File: src/rtl/df_mid_lsdc_allocq13.sv
// Allocation queue: grants up to ALLOC free entries per cycle out of SIZE tracked slots.
// Define DF_MID_LSDC_ALLOCQ_ROTATE_EN to search from a rotating pointer instead of index 0.
module df_mid_lsdc_allocq13 #(
    parameter int SIZE  = 8,
    parameter int ALLOC = 4
) (
    input  logic                             Clk,
    input  logic                             Reset,
    input  logic [ALLOC-1:0]                 AllocReq,
    input  logic [SIZE-1:0]                  DeallocEn,
    output logic [ALLOC-1:0][SIZE-1:0]       AllocIdx,
    output logic [ALLOC-1:0]                 AllocVal,
    output logic [SIZE-1:0]                  Valid,
    output logic [$clog2(SIZE+1)-1:0]        FreeCnt,
    output logic                             Full,
    output logic                             Empty,
    output logic                             DeallocErr
);

    localparam int PW = $clog2(SIZE);
    localparam int CW = $clog2(SIZE+1);
    localparam logic [PW:0] SIZE_P = (PW+1)'(SIZE);

    logic [SIZE-1:0]            valid_q;
    logic [ALLOC-1:0][SIZE-1:0] alloc_idx_q;
    logic [ALLOC-1:0]           alloc_val_q;
    logic [CW-1:0]              free_cnt_q;
    logic                       err_q;
    logic [PW-1:0]              start_ptr;

    logic [ALLOC-1:0][SIZE-1:0] grant_idx;
    logic [ALLOC-1:0]           grant_val;
    logic [SIZE-1:0]            grant_mask;
    logic [SIZE-1:0]            valid_next;
    logic [CW-1:0]              free_next;
    logic                       err_next;

    function automatic logic [PW-1:0] wrap_pos(input logic [PW-1:0] base, input int unsigned ofs);
        logic [PW:0] pos;
        pos = {1'b0, base} + (PW+1)'(ofs);
        if (pos >= SIZE_P)
            pos = pos - SIZE_P;
        return pos[PW-1:0];
    endfunction

    function automatic logic [CW-1:0] popcount(input logic [SIZE-1:0] v);
        logic [CW-1:0] cnt;
        cnt = '0;
        for (int i = 0; i < SIZE; i++)
            cnt = cnt + CW'(v[i]);
        return cnt;
    endfunction

    // Each set request, in port order, takes the next still-free slot in search order.
    // Only the registered Valid is consulted, so slots freed this cycle are not reused yet.
    always_comb begin
        logic [SIZE-1:0] avail;
        logic [PW-1:0]   idx;
        logic            found;
        avail      = ~valid_q;
        grant_idx  = '0;
        grant_val  = '0;
        grant_mask = '0;
        idx        = '0;
        found      = 1'b0;
        for (int p = 0; p < ALLOC; p++) begin
            found = 1'b0;
            if (AllocReq[p]) begin
                for (int j = 0; j < SIZE; j++) begin
                    idx = wrap_pos(start_ptr, j);
                    if (!found && avail[idx]) begin
                        found              = 1'b1;
                        avail[idx]         = 1'b0;
                        grant_idx[p][idx]  = 1'b1;
                        grant_mask[idx]    = 1'b1;
                    end
                end
            end
            grant_val[p] = found;
        end
    end

    always_comb begin
        valid_next = (valid_q & ~DeallocEn) | grant_mask;
        free_next  = CW'(SIZE) - popcount(valid_next);
        err_next   = err_q | (|(DeallocEn & ~valid_q));
    end

`ifdef DF_MID_LSDC_ALLOCQ_ROTATE_EN
    logic [PW-1:0] ptr_q;
    logic [PW-1:0] last_idx;
    logic [PW-1:0] scan_idx;

    // The last grant in search order is the furthest slot reached; resume just past it.
    always_comb begin
        last_idx = ptr_q;
        scan_idx = '0;
        for (int j = 0; j < SIZE; j++) begin
            scan_idx = wrap_pos(ptr_q, j);
            if (grant_mask[scan_idx])
                last_idx = scan_idx;
        end
    end

    always_ff @(posedge Clk) begin
        if (Reset)
            ptr_q <= '0;
        else if (|grant_mask)
            ptr_q <= wrap_pos(last_idx, 1);
    end

    assign start_ptr = ptr_q;
`else
    assign start_ptr = '0;
`endif

    always_ff @(posedge Clk) begin
        if (Reset) begin
            valid_q     <= '0;
            alloc_idx_q <= '0;
            alloc_val_q <= '0;
            free_cnt_q  <= CW'(SIZE);
            err_q       <= 1'b0;
        end else begin
            valid_q     <= valid_next;
            alloc_idx_q <= grant_idx;
            alloc_val_q <= grant_val;
            free_cnt_q  <= free_next;
            err_q       <= err_next;
        end
    end

    assign AllocIdx   = alloc_idx_q;
    assign AllocVal   = alloc_val_q;
    assign Valid      = valid_q;
    assign FreeCnt    = free_cnt_q;
    assign Full       = (free_cnt_q == '0);
    assign Empty      = (free_cnt_q == CW'(SIZE));
    assign DeallocErr = err_q;

endmodule
File: config.mk
export PLATFORM = sky130hd
export DESIGN_NAME = df_mid_lsdc_allocq13
export DESIGN_NICKNAME = d
export VERILOG_FILES = /design/src/rtl/df_mid_lsdc_allocq13.sv
export SDC_FILE = /design/constraint.sdc
export NUM_CORES = 1
export LEC_CHECK = 0
export BUFFER_PORTS_ARGS = -buffer_cell sky130_fd_sc_hd__buf_2
export CORE_MARGIN = 2
export CORE_UTILIZATION = 56
export CTS_CLUSTER_SIZE = 25
export DETAILED_ROUTE_END_ITERATION = 16
export HOLD_SLACK_MARGIN = 0.05
export PLACE_DENSITY = 0.9
export REMOVE_ABC_BUFFERS = 1
export SYNTH_ARGS = -nofsm -noshare
export SYNTH_HDL_FRONTEND = slang
export SYNTH_SLANG_ARGS = --single-unit
File: constraint.sdc
create_clock -name Clk -period 5.6 [get_ports Clk]
set_input_delay 0.28 -clock Clk [delete_from_list [all_inputs] [get_ports Clk]]
set_output_delay 0.28 -clock Clk [all_outputs]
set_load 0.02 [all_outputs]
==> impl_metrics.tcl <==
set metrics [dict create \
    synthesis.area_um2 2460 \
    rows 24 \
    drc 0 \
    cts_tree "built" \
    dpl.hpwl_um 4070 \
    post-route-period-util 0.813 \
    hold_depth 2 \
    antenna_found_initial 0 \
    worstRegToRegCells 13 \
    max-vdd-ir-drop_mv 0.148 \
    coreArea_um2 4290 \
    syn_inst 276 \
    slew_headroom 0.388 \
    power_frac_clock 0.277 \
    gp_congestion 0.945 \
    p_sw_mw 0.295 \
    switching_share 0.322 \
    die_area_um2 4940 \
    worstHoldEndpoint "Valid[2]" \
    seqPwrFrac 0.448 \
    cts-root-buf "clkbuf_8" \
    r2r_start "Valid[1]" \
    power.density_nw_per_um2 326 \
    worst-endpoint-arrival_ns 4.74 \
    syn_to_final_growth_pct 14.3 \
    dpl_cell_area_um2 2700 \
    post_cts_buffers 0 \
    met3_usage 0.0418 \
    busiest_layer "met2" \
    max_freq_mhz 220 \
    overflow 0 \
    cts_resized 0 \
    rrSetupSlack_ns 1.05 \
    drive_above_1_share 0.263 \
    grt_usage 0.238 \
    clock_path_buffers 2 \
    hp-class "in -> reg" \
    ant_nets 0 \
    ioPinCount 65 \
    worstPathRequired_ns 5.79 \
    cts_buffers 5 \
    min_from "DeallocEn[2]" \
    synth_top_area_frac 0.399 \
    tightest_slew_ns 0.917 \
    first_iter_violations 236 \
    multi_input_area_um2 1280 \
    avgSynthCellArea_um2 8.92 \
    skew_ns 0.00449 \
    tns_ns 0 \
    wl_um 5670 \
    synth_edf_count 0 \
    die_w_um 70.3 \
    synth_area_leaders "dfxtp_1 (40%), nor3_1 (3.9%), a21oi_1 (3.7%)" \
    start_util 0.573 \
    p_leak_nw 1.27 \
    slew_violations 0 \
    design_area_um2 2810 \
    setup-violations-final 0 \
    yosysUniqueCellTypes 59 \
    antennaDiodeCount 0 \
    grtUsageMet2 0.377 \
    io_buffers 64 \
    fill_cells 360 \
    routed_via_density 5.98 \
    grt_pass1_wl_um 9560 \
    cp-startpoint "Valid[1]" \
    cap_violations 0 \
    grt_max_degree 30 \
    gr-usage-met1 0.332 \
    seq_area_frac_synth 0.399 \
    ys_seq_elements 49 \
    synthArstFlopShare 0 \
    p_comb_frac 0.274 \
    hold_violations 0 \
    power_mw 0.918 \
    end_kind "register" \
    vias 2244 \
    first_pass_iters 4 \
    ys.flop_type "dfxtp_1" \
    fin_nets 344 \
    dpl.cell_count 367 \
    period_needed_ns 4.55 \
    clkTransAtPathRegs_ns 0.08 \
    yosys_warnings 0 \
    p_int_mw 0.623 \
    htreeDepth 2 \
    cts_sinks 49 \
    grt_pass1_vias 2031 \
    clock_latency_ns 0.29 \
    status "completed" \
    critPathKind "reg -> reg" \
    die_y_um 70.3 \
    register_area_um2 981 \
    wire_per_inst_um 15.1 \
    hold_buffers 0 \
    r2r-end "FreeCnt[3]" \
    post-synth-top-area-cell "dfxtp_1" \
    final_cell_count_no_fill 375 \
    critPathLaunchType "register" \
    grt_setup_unrepaired "false" \
    path_max_fanout 27 \
]
-- cells in the final DEF (no fill, tap or decap), types with 4 or more instances in the layout --
cell,Yosys,routed
buf_2,9,64
dfxtp_1,49,49
nor3_1,19,19
a21oi_1,18,18
nand2_1,16,16
nor2_1,15,15
inv_1,14,14
nand3_1,9,9
nor4_1,6,6
nor2b_1,6,6
clkbuf_8,0,6
a211oi_1,5,5
a22oi_1,4,4
a31o_2,4,4
and2_1,4,4
xnor2_1,4,4
nand2b_1,4,4
fa_1,4,4
ha_1,4,4
-- routing by layer --
metal  routed length (um)  vias to the layer above
li1                     -                     1087
met1                 2380                     1044
met2                 2750                      100
met3                  443                       13
met4                   96                        0
met5                    0                        -
-- worst max-delay path, stage by stage, from the launching register on --
cell	delay, ns
dfxtp_1	0.91
and3_1	0.51
nand3_1	0.16
nand3_1	0.27
a31o_2	0.24
a41oi_1	0.16
a21oi_1	0.20
fa_1	0.44
inv_1	0.07
ha_1	0.16
fa_1	0.45
fa_1	0.43
ha_1	0.17
or2_2	0.26
-- flip-flops by register name, indices dropped and copies added, names as in the netlist --
register,cells
AllocIdx,32
AllocVal,4
DeallocErr,1
FreeCnt,4
Valid,8
-- Yosys cell counts (4+ instances only) --
library cell / number
a211oi_1: 5
a21oi_1: 18
a22oi_1: 4
a31o_2: 4
and2_1: 4
buf_2: 9
buf_6: 6
clkbuf_1: 7
dfxtp_1: 49
fa_1: 4
ha_1: 4
inv_1: 14
nand2_1: 16
nand2b_1: 4
nand3_1: 9
nor2_1: 15
nor2b_1: 6
nor3_1: 19
nor4_1: 6
xnor2_1: 4
-- through the flow --
stage	worst slack, ns	util	hold WS (ns)
after floorplan	1.38	-	0.349
after global placement	1.25	0.628	0.510
after detailed placement	1.12	0.628	0.514
after CTS	1.08	0.655	0.196
after global routing	0.664	0.655	0.218
final	1.05	0.655	0.211
-- power groups by stage --
stage | clock network [mW] | registers (mW) | logic, mW
finish | 0.255 | 0.411 | 0.252
global route | 0.272 | 0.417 | 0.290
CTS | 0.259 | 0.410 | 0.253
detailed placement | 0 | 0.418 | 0.251
global placement | 0 | 0.416 | 0.247
floorplan | 0 | 0.441 | 0.148
-- cell families after synthesis --
logic type                 Yosys count  synth area share
xor gates and xnor gates             6            0.0214
and+or+nand+nor                    101             0.220
DFF                                 49             0.399
adders and majority gates           13            0.0742
AOI/OAI and AO/OA                   68             0.203
buffers and inverters               39            0.0824
-- worst max path at each step --
| stage | end | slack [ns] | depth (start not counted) |
|---|---|---|---|
| global route | FreeCnt[3] | 0.66 | 13 |
| global placement | FreeCnt[3] | 1.25 | 13 |
| finish | FreeCnt[3] | 1.05 | 13 |
| detailed placement | FreeCnt[3] | 1.12 | 13 |
| floorplan | FreeCnt[3] | 1.38 | 13 |
| CTS | FreeCnt[3] | 1.08 | 13 |
-- area by class of cell --
cell class,instances,share of cell area
inverters,14,0.0187
clock inverters,1,0.0107
clock buffers,7,0.0307
multi-input cells,188,0.454
flip-flops and latches,49,0.349
well taps,52,0.0231
repair buffers,64,0.114
No activity file was read; power rests on OpenSTA's default activity.
